$ cat src/rtl/slipstream_mux_pkg.sv
// Shared helpers for the Slipstream select muxes: conflict-mode codes,
// popcount and lowest-set-bit index over selects of up to 16 bits.
package slipstream_mux_pkg;

  localparam int MODE_OR   = 0;
  localparam int MODE_PRIO = 1;

  function automatic logic [4:0] popcount(input logic [15:0] v);
    logic [4:0] c;
    c = '0;
    for (int i = 0; i < 16; i++) begin
      c = c + {4'd0, v[i]};
    end
    return c;
  endfunction

  // Index of the lowest set bit; 0 when nothing is set.
  function automatic logic [3:0] onehot_to_index(input logic [15:0] v);
    logic [3:0] r;
    r = '0;
    for (int i = 15; i >= 0; i--) begin
      if (v[i]) r = 4'(i);
    end
    return r;
  endfunction

endpackage

$ cat src/rtl/m_muxn_sel.sv
// Combinational N-way selector: one-hot SEL picks channel k+1, empty SEL
// picks channel 0; multi-hot either ORs the picks or takes the lowest.
module m_muxn_sel
  import slipstream_mux_pkg::*;
#(
  parameter int N        = 3,
  parameter int WIDTH    = 1,
  parameter int PRIORITY = MODE_OR
) (
  input  logic [N*WIDTH-1:0]   d_i,
  input  logic [N-2:0]         sel_i,
  output logic [WIDTH-1:0]     val_o,
  output logic [$clog2(N)-1:0] idx_o
);

  localparam int IW = $clog2(N);

  logic [3:0] lo;
  logic [4:0] pc;

  always_comb begin
    lo    = onehot_to_index(16'(sel_i));
    pc    = popcount(16'(sel_i));
    val_o = '0;
    idx_o = '0;
    if (pc != 5'd0) begin
      idx_o = IW'(lo + 4'd1);
    end
    // Legacy OR-combine never includes the default channel.
    if (PRIORITY == MODE_OR && pc > 5'd1) begin
      for (int k = 0; k < N - 1; k++) begin
        if (sel_i[k]) val_o = val_o | d_i[(k+1)*WIDTH +: WIDTH];
      end
    end else begin
      for (int k = 0; k < N; k++) begin
        if (IW'(k) == idx_o) val_o = d_i[k*WIDTH +: WIDTH];
      end
    end
  end

endmodule

$ cat src/rtl/m_muxn_reg.sv
// Registered N-way select with load enable, sticky select-conflict flag
// and an auto-scan counter that steps through the channels on STEP.
module m_muxn_reg
  import slipstream_mux_pkg::*;
#(
  parameter int N        = 3,
  parameter int WIDTH    = 1,
  parameter int PRIORITY = MODE_OR
) (
  input  logic                 MasterClock,
  input  logic                 RESETL,
  input  logic [N*WIDTH-1:0]   D,
  input  logic [N-2:0]         SEL,
  input  logic                 LOAD,
  input  logic                 AUTO,
  input  logic                 STEP,
  input  logic                 CLR,
  output logic [WIDTH-1:0]     Z,
  output logic [$clog2(N)-1:0] CURSEL,
  output logic                 CONFLICT
);

  localparam int IW = $clog2(N);
  localparam logic [IW-1:0] CNT_MAX = IW'(N - 1);

  logic [IW-1:0]    cnt_q, cnt_d;
  logic [WIDTH-1:0] z_q, z_d;
  logic             conflict_q, conflict_d;

  logic [WIDTH-1:0] man_val, auto_val, cur_val;
  logic [IW-1:0]    man_idx;

  m_muxn_sel #(
    .N        (N),
    .WIDTH    (WIDTH),
    .PRIORITY (PRIORITY)
  ) u_sel (
    .d_i   (D),
    .sel_i (SEL),
    .val_o (man_val),
    .idx_o (man_idx)
  );

  always_comb begin
    auto_val = '0;
    for (int k = 0; k < N; k++) begin
      if (IW'(k) == cnt_q) auto_val = D[k*WIDTH +: WIDTH];
    end
    cur_val = AUTO ? auto_val : man_val;
    CURSEL  = AUTO ? cnt_q : man_idx;
  end

  // Explicit wrap keeps non-power-of-two N from ever reaching index N.
  always_comb begin
    cnt_d = cnt_q;
    if (AUTO && STEP) begin
      cnt_d = (cnt_q == CNT_MAX) ? '0 : cnt_q + 1'b1;
    end
    z_d        = LOAD ? cur_val : z_q;
    conflict_d = conflict_q;
    if (CLR) conflict_d = 1'b0;
    if (LOAD && !AUTO && popcount(16'(SEL)) > 5'd1) conflict_d = 1'b1;
  end

  always_ff @(posedge MasterClock or negedge RESETL) begin
    if (!RESETL) begin
      cnt_q      <= '0;
      z_q        <= '0;
      conflict_q <= 1'b0;
    end else begin
      cnt_q      <= cnt_d;
      z_q        <= z_d;
      conflict_q <= conflict_d;
    end
  end

  assign Z        = z_q;
  assign CONFLICT = conflict_q;

endmodule

$ cat config.mk
export PLATFORM = sky130hd
export DESIGN_NAME = m_muxn_reg
export DESIGN_NICKNAME = d
export VERILOG_FILES = /design/src/rtl/slipstream_mux_pkg.sv /design/src/rtl/m_muxn_sel.sv /design/src/rtl/m_muxn_reg.sv
export SDC_FILE = /design/constraint.sdc
export NUM_CORES = 1
export LEC_CHECK = 0
export ABC_AREA = 1
export CORE_AREA = 4 4 41 43
export DETAILED_ROUTE_END_ITERATION = 7
export DIE_AREA = 0 0 45 47
export GPL_TIMING_DRIVEN = 0
export SYNTH_ARGS = -nofsm -noshare
export SYNTH_HDL_FRONTEND = slang
export SYNTH_HIERARCHICAL = 1
export SYNTH_SLANG_ARGS = --single-unit
$ cat constraint.sdc
create_clock -name MasterClock -period 0.87 [get_ports MasterClock]
set_clock_uncertainty 0.05 [all_clocks]
set_input_delay 0.1305 -clock MasterClock [delete_from_list [all_inputs] [get_ports MasterClock]]
set_output_delay 0.1305 -clock MasterClock [all_outputs]
set_load 0.01 [all_outputs]
==> metrics.txt, run 1 <==
status=finished, violations left; violated checks=setup timing; slowest CP cell=dfrtp_1; root buf cell=clkbuf_4; Peak Freq=932.7 MHz; Post-route DRC=0; final setup vio count=6; largest net degree at the start of global routing=6; CTS Buf Count=3; Combinational Power Share=0.407; Routed Antenna Nets=0; Internal=0.5446 mW; post-synth top area cell=dfrtp_1; Post-synth EDFFs=0; Hold Violations, Final=0; CP max stage delay=360 ps; CP Data Arrival Time=890 ps; Diodes inserted=0; TritonCTS clock tree=built; Detailed Route Iter0 Violations=1; Mapped Cells=42; Hold Slack=41.19 ps; most common cell in the netlist=nand2_1; CP top delay family=flip-flops; global-route wire length before repair=1.104 mm; Final Slew Violations=0; Main synth FF type=dfrtp_1; Initial Utilization=0.1971; clock transition at the registers of the reported paths=30 ps; final net count=74; sw power=0.2748 mW; drt first pass iters=2; ratio of cells with drive above 1 in the final layout=0.2295; initial antenna violation count=0; Netlist Area Pre-Place=256.5 um2; CTS H-tree lvls=1; actual slew at the worst max-slew pin=176.3 ps; Routed WL per cell=8.816 um; HPWL Detailed=514.4 um; Area after DPL=415.4 um2; routability cong.=0.6963; total die area=0.002115 mm2; IO buf count=14; ys async rst share=1.000; CP Cell Sequence=inv_2, o21ai_2, buf_2; CP Class=reg2out; All-Layer GR Usage=0.08003; sequential-to-total area share from yosys stat=0.3902; post-synth cell types=10; syn_area_per_cell=6.107 um2; DIE WIDTH=45 um; max_slew headroom=0.8812; Site Rows=13; CP Buf/Inv Count=2; minimum clock period=1072 ps; Final Cycle Share=1.232; placed cell count=71; Layout Cells excl Fill=76; setup ws final=-202.2 ps; Area Overhead vs Synth=73.17%; CORE AREA=0.001301 mm2; number of global-route vias before repair=296; synth warn=6; Peak VDD IR=747.5 uV; PwrDens=1845 mW/mm2; Final Core Density=0.3413; RSZ-0062 raised after global routing=true; via density per instance=4.184; wirelength, routed=670 um; Seq pwr share=0.314; num ports=15; switching share of power=0.3354; Synth area leaders=dfrtp_1 (39%), nand2_1 (20%), inv_1 (10%); Yosys top cell area share=0.3902; DIE HEIGHT=47 um; Startpoint Class=flip-flop; worst-path maximum fanout=3; clock share of power=0.279; placement-stage worst setup slack=-769.9 ps; via count=318; CTS Buffer Depth=2; Clock Latency Late Sink=240 ps; Syn Nets=53; Leakage=0.2377 nW; #FFs+latches synth=4; clock sink count=4; finished layout cell area=444.2 um2; required time of the critical path=690 ps; hold crit path type=in2async; # Max-Cap Violations=0; crit end category=output port; Synth top cells by count=nand2_1 (14), inv_1 (7), nor2_1 (5), o21ai_0 (5), dfrtp_1 (4); total gr overflow=0
==> kinds of logic (layout without fill, tap and decap cells) <==
kind of cell / count (synthesis) / after routing / share of synthesized area
and+or+nand+nor: 23 / 23 / 0.3610
buffers and inverters: 9 / 28 / 0.1317
AOI/OAI and AO/OA: 6 / 6 / 0.1170
DFF: 4 / 4 / 0.3903
==> cells in the final DEF, fill, tap and decap left out <==
cell,count
clkbuf_1,1
nand3_1,3
o21ai_1,1
dlygate4sd2_1,3
nor2_4,1
clkdlybuf4s50_1,7
o21ai_2,2
clkbuf_4,3
inv_1,6
dfrtp_1,4
buf_4,2
nand2_1,14
o21ai_0,3
nand4_1,1
inv_2,2
buf_2,4
nor2_1,4
==> repair_timing <==
action                     in CTS  in global routing
hold buffers                    0                  0
pin swaps                       2                  0
setup endpoints to repair       6                  7
gates resized for setup        22                  2
buffers inserted                2                  0
==> area by class of cell <==
class	instances	area, um2
multi-input cells	29	137.6
plain buffers	1	3.754
inverters	8	30.03
repair buffers	16	131.4
flip-flops and latches	4	100.1
clock buffers	3	22.52
fillers	154	857.1
well taps	15	18.77
==> per-layer routing <==
layer | share of wire | up-vias | global-route usage
li1 | - | 168 | -
met1 | 0.39 | 131 | 0.08257
met2 | 0.41 | 14 | 0.1045
met3 | 0.18 | 5 | 0.07280
met4 | 0.025 | 0 | 0.05263
met5 | 0 | - | 0
==> state kept, by name (all words and copies together) (netlist names) <==
signal,flops
cnt_q,2
CONFLICT,1
Z,1
==> through the flow <==
stage	power (mW)	TNS [ps]
global placement	0.5340	-2916
finish	0.8194	-662.9
floorplan	0.3950	0
detailed placement	0.5371	-2968
CTS	0.8273	-754.8
global route	0.9052	-1071
==> final timing paths <==
check | startpoint | endpoint | slack, ps | depth (start not counted)
worst min-delay path | RESETL | CONFLICT | 40 | 1
worst min register to register | Z | Z | 420 | 2
min in group MasterClock | AUTO | Z | 330 | 4
worst max-delay path | cnt_q[0] | CURSEL[0] | -200 | 3
worst max register to register | cnt_q[0] | Z | -130 | 5
max in group asynchronous | RESETL | cnt_q[1] | 570 | 1
==> power by group through the flow <==
stage	Clock, mW	Sequential, mW	Combinational (mW)
after floorplan	0	0.268	0.127
after global placement	0	0.268	0.266
after detailed placement	0	0.270	0.268
after CTS	0.246	0.257	0.324
after global routing	0.268	0.266	0.371
final	0.228	0.257	0.334
No activity file was read; power rests on OpenSTA's default activity.
==> run 2, diff against run 1 <==
Settings changed: CTS_BUF_LIST set to sky130_fd_sc_hd__clkbuf_16.
Clock period 0.87 ns to 1.05 ns, I/O delays scaled along.
==> run 2 against run 1 <==
Net effect: the flow still finishes with violations (setup timing); clock power increased to 2.6 times the previous value; global-route usage up 0.79 points; non-clock buffer count up 2; first-iteration DRC count rose to 6.0 times the previous value; sequential share of layout area fell by 2.8 points; via count up 2.5%; wire length grew 15%; worst hold slack better by 47 ps; critical endpoint unchanged.
==> metrics.txt, run 2 (synthesized netlist as in run 1, its figures left out) <==
CTS Buf Count=3 (unchanged); Area Overhead vs Synth=98.05%; IO buf count=14 (unchanged); All-Layer GR Usage=0.08789 (+0.007854); total gr overflow=0 (unchanged); RSZ-0062 raised after global routing=true; crit end category=output port; GR Util met2=0.1441 (+0.03955); Routed WL per cell=9.897 um (+12%); Initial Utilization=0.1971 (unchanged); drt first pass iters=2 (unchanged); hold crit path type=in2async; minimum clock period=1078 ps; most frequent cells in the layout=nand2_1 (14), inv_1 (5), clkdlybuf4s50_1 (5); Site Rows=13 (unchanged); sequential cell area=100.1 um2 (unchanged); setup tns final=-48.60 ps (+614.3 ps); worst-path maximum fanout=2 (-1); total die area=0.002115 mm2 (unchanged); clock sink count=4 (unchanged); CORE AREA=0.001301 mm2 (unchanged); Multi-input gate area=128.9 um2 (-6.4%); Critical Path Source=cnt_q[0]; Peak Freq=927.7 MHz; max_slew headroom=0.8757 (-0.005460); Final Core Density=0.3904 (+0.04904); Reg2Reg Depth=5 (unchanged); fillers=148 (-3.9%); Post-route DRC=0 (unchanged); Detailed Route Iter0 Violations=6 (+5); final setup vio count=2 (-4); Final Cycle Share=1.027; Biggest register=cnt_q; most common cell after layout, fill and taps aside=nand2_1; CTS H-tree lvls=1 (unchanged); initial antenna violation count=0 (unchanged); actual slew at the worst max-slew pin=185.8 ps (+9.472 ps); finished layout cell area=508.0 um2 (+14%); HPWL Detailed=527.2 um (+2.5%); largest net degree at the start of global routing=6 (unchanged); Peak VDD IR=1384 uV (+85%); cts hold-fix bufs=0 (unchanged); slowest CP cell=dfrtp_1; global-route wire length before repair=1.242 mm (+13%); RR Startpoint=cnt_q[0]; Diodes inserted=0 (unchanged); number of global-route vias before repair=311 (+5.1%); Clock Latency Late Sink=220 ps (-20 ps); wirelength, routed=772 um (+15%); required time of the critical path=840 ps (+150 ps); Area after DPL=415.4 um2 (unchanged); met1 Track Usage GR=0.08924 (+0.006676); DIE HEIGHT=47 um (unchanged); CTS Buffer Depth=2 (unchanged); CP Cell Sequence=inv_2, o21ai_2, buf_2; FF-to-FF setup slack=40 ps (+170 ps); CP max stage delay=360 ps (about the same); root buf cell=clkbuf_16; violated checks=setup timing; CP Class=reg2out; Hold Violations, Final=0 (unchanged); ratio of cells with drive above 1 in the final layout=0.2540 (+0.02446); CP Data Arrival Time=870 ps (-20 ps); met3 Use GR=0.04598 (-0.02682); # Max-Cap Violations=0 (unchanged); num ports=15 (unchanged); FF-to-FF End=Z; TritonCTS clock tree=built; final net count=76 (+2.7%); max reg flops=2 (unchanged); Final Slew Violations=0 (unchanged); setup ws final=-27.94 ps (+174.3 ps); Routed Antenna Nets=0 (unchanged); clock transition at the registers of the reported paths=30 ps (about the same); via count=326 (+2.5%); routability cong.=0.6533 (-6.2%); Startpoint Class=flip-flop; Leakage=0.2836 nW (+19%); status=finished, violations left; via density per instance=4.179 (-0.11%); PwrDens=2176 mW/mm2 (+18%); DIE WIDTH=45 um (unchanged); GR peak layer=met2
-- run 2: changes by cell type in the layout (fill, tap and decap cells not counted) --
cell / previous run / this run
nor2_2: 0 / 1
o21ai_1: 1 / 2
buf_2: 4 / 2
inv_1: 6 / 5
o21ai_2: 2 / 1
clkbuf_4: 3 / 0
clkdlybuf4s50_1: 7 / 5
inv_2: 2 / 3
clkbuf_16: 0 / 3
nor2_4: 1 / 0
clkbuf_2: 0 / 2
dlymetal6s2s_1: 0 / 2
buf_4: 2 / 4
-- run 2: where the power goes --
part / switching (mW) / internal, mW / total (mW)
clock network: 0.104 / 0.486 / 0.590
logic: 0.147 / 0.153 / 0.300
registers: 0.0247 / 0.191 / 0.216
total: 0.276 / 0.830 / 1.11
-- run 2: worst max-delay path by stage --
stage	end	slack, ps	cells after the start
floorplan	CURSEL[0]	140	2
global placement	CURSEL[0]	-660	4
detailed placement	CURSEL[0]	-680	4
CTS	CURSEL[0]	-40	3
global route	CURSEL[0]	-80	3
finish	CURSEL[0]	-30	3
-- run 2: area by class of cell --
class                           count  share of cell area
Timing Repair Buffer               18              0.2980
Inverter                            8             0.05911
Clock buffer                        3              0.1478
Buffer                              1            0.007389
Tap cell                           15             0.03695
Multi-Input combinational cell     29              0.2537
Sequential cell                     4              0.1970
-- run 2: timing repair --
| action | in CTS | in global routing |
|---|---|---|
| hold endpoints to repair | 0 | 0 |
| pin swaps | 2 | 3 |
| setup endpoints to repair | 5 | 5 |
| resized for setup | 18 | 7 |
| buffers inserted | 4 | 0 |
-- run 2: per-layer routing --
metal,part of all wire,up-vias
li1,-,172
met1,0.38,136
met2,0.48,16
met3,0.13,2
met4,0.016,0
met5,0,-
-- run 2: metrics by stage --
stage                     cells  power (mW)  hold WS [ps]  worst slack (ps)
after global routing         78       1.165         104.8            -77.91
final                        78       1.105         88.64            -27.94
after global placement       71      0.4390         320.0            -661.6
after CTS                    78       1.098         96.07            -37.17
after detailed placement     71      0.4422         324.3            -682.6
after floorplan              42      0.3244        -188.1             138.9
-- run 2: critical path: cells and delay by family (launching register included) --
family	cells	cell delay, ps
flops	1	360
buf+inv	2	190
compound gates	1	100
==> run 3, diff against run 2 <==
Settings changed: CORE_AREA 4 4 41 43 to 3 3 40 42, CTS_BUF_LIST sky130_fd_sc_hd__clkbuf_16 to sky130_fd_sc_hd__clkbuf_4 sky130_fd_sc_hd__clkbuf_8, DIE_AREA 0 0 45 47 to 0 0 43 45, GPL_TIMING_DRIVEN 0 to 1.
==> run 3 against run 2 <==
Net effect: the flow still finishes with violations (setup timing); clock power is 69% lower; worst hold slack worse by 7.1 ps; die area is 8.5% lower; register-to-register slack better by 30 ps; via count is 2.5% lower; non-clock buffer count is 2 higher; wire length is 18% lower; critical endpoint unchanged; sequential share of layout area is 1.5 points higher; maximum frequency is 0.35% higher; combinational power is 4% higher; cell area is 6.9% lower; global-route usage is 1.1 points lower.
==> metrics.txt, run 3 (synthesized netlist as in run 1, its figures left out) <==
RSZ-0062 raised after global routing=true; Seq pwr share=0.302 (+0.107); most frequent cells in the layout=nand2_1 (14), clkdlybuf4s50_1 (7), buf_4 (7), inv_1 (5); actual slew at the worst max-slew pin=181.9 ps (-3.924 ps); sw power=0.2177 mW (-21%); initial antenna violation count=0 (unchanged); RR Startpoint=cnt_q[1]; Site Rows=13 (unchanged); clock transition at the registers of the reported paths=30 ps (about the same); Post-route DRC=0 (unchanged); Final Cycle Share=1.023 (-0.003530); final net count=78 (+2.6%); CTS Buffer Depth=2 (unchanged); placement-stage worst setup slack=-647.9 ps (+34.76 ps); worst-path maximum fanout=2 (unchanged); Hold Violations, Final=0 (unchanged); CTS H-tree lvls=1 (unchanged); global-route wire length before repair=1.041 mm (-16%); PwrDens=1489 mW/mm2 (-32%); HPWL Detailed=548 um (+3.9%); Final Slew Violations=0 (unchanged); number of global-route vias before repair=276 (-11%); routability cong.=0.7373 (+13%); status=finished, violations left; clock sink count=4 (unchanged); Routed WL per cell=7.950 um (-20%); cts hold-fix bufs=0 (unchanged); Peak Freq=930.9 MHz (+0.35%); setup tns final=-40.42 ps (+8.182 ps); CP Data Arrival Time=870 ps (about the same); Initial Utilization=0.1996 (+0.002495); via density per instance=3.975 (-4.9%); FF-to-FF setup slack=70 ps (+30 ps); FF-to-FF End=Z; Diodes inserted=0 (unchanged); CTS Buf Count=3 (unchanged); switching share of power=0.3093 (+0.06002); Final Core Density=0.3681 (-0.02232); setup ws final=-24.24 ps (+3.707 ps); required time of the critical path=840 ps (about the same); minimum clock period=1074 ps (-3.707 ps); Biggest register=cnt_q; post-CTS setup buffer count=0 (-4); IO buf count=14 (unchanged); root buf cell=clkbuf_4; via count=318 (-2.5%); DIE HEIGHT=45 um (-4.3%); num ports=15 (unchanged); TritonCTS clock tree=built; max reg flops=2 (unchanged); Area after DPL=464.2 um2 (+12%); CP Class=reg2out; DIE WIDTH=43 um (-4.4%); hold crit path type=in2async; most common cell after layout, fill and taps aside=nand2_1; total gr overflow=0 (unchanged); Peak VDD IR=981.9 uV (-29%); CORE AREA=0.001285 mm2 (-1.3%); final setup vio count=2 (unchanged); Leakage=0.2572 nW (-9.3%); violated checks=setup timing; fillers=150 (+1.4%); Combinational Power Share=0.442 (+0.171); Routed Antenna Nets=0 (unchanged); total die area=0.001935 mm2 (-8.5%); Startpoint Class=flip-flop; Reg2Reg Depth=5 (unchanged); crit end category=output port; All-Layer GR Usage=0.07679 (-0.01109); clock share of power=0.257 (-0.277); Area Overhead vs Synth=84.39%; # Max-Cap Violations=0 (unchanged); max_slew headroom=0.8784 (+0.002624); Clock Latency Late Sink=230 ps (about the same); finished layout cell area=473.0 um2 (-6.9%); Detailed Route Iter0 Violations=6 (unchanged); ratio of cells with drive above 1 in the final layout=0.3077 (+0.05372); largest net degree at the start of global routing=6 (unchanged); drt first pass iters=4 (+2); wirelength, routed=636 um (-18%); Internal=0.4863 mW (-41%)
## run 3: worst max path at each step
stage          startpoint         to  slack, ps  cells after the start
3_5_place_dp         AUTO  CURSEL[0]       -650                      4
6_report         cnt_q[0]  CURSEL[0]        -20                      3
4_1_cts          cnt_q[1]  CURSEL[1]        -40                      3
5_1_grt          cnt_q[1]  CURSEL[1]        -90                      3
2_1_floorplan    cnt_q[0]  CURSEL[0]        140                      2
3_3_place_gp         AUTO  CURSEL[1]       -640                      4
## run 3: worst max-delay path: stages, from the launching register on
cell,delay (ps)
dfrtp_1,350
inv_2,50
o21ai_2,110
buf_2,130
## run 3: timing repair
item | 4_1_cts | 5_1_grt
resized for setup | 18 | 6
cloned | 0 | 0
setup endpoints to repair | 5 | 5
pin swaps | 2 | 1
## run 3: final cells by class
class	count	area [um2]	share of cell area
Clock buffer	3	22.52	0.04762
Inverter	8	30.03	0.06349
Multi-Input combinational cell	29	132.6	0.2804
Sequential cell	4	100.1	0.2116
Tap cell	15	18.77	0.03968
Timing Repair Buffer	21	168.9	0.3571
## run 3: layer usage
metal / track usage / part of all wire / vias up
li1: - / - / 177
met4: 0.01807 / 0 / 0
met3: 0.05976 / 0.088 / 0
met2: 0.1108 / 0.43 / 9
met1: 0.08981 / 0.48 / 132
met5: 0 / 0 / -
## run 3: power by group through the flow
stage,combinational (mW),sequential (mW),clock [mW]
global placement,0.317,0.212,0
global route,0.355,0.216,0.210
finish,0.311,0.212,0.181
floorplan,0.103,0.222,0
CTS,0.302,0.213,0.193
detailed placement,0.319,0.213,0
## run 3: per-stage QoR
step                hold slack (ps)  std cells  power [mW]
CTS                           76.26         80      0.7078
floorplan                    -188.1         42      0.3244
finish                        81.56         80      0.7041
global route                  83.33         80      0.7809
global placement              320.1         77      0.5289
detailed placement            324.3         77      0.5318
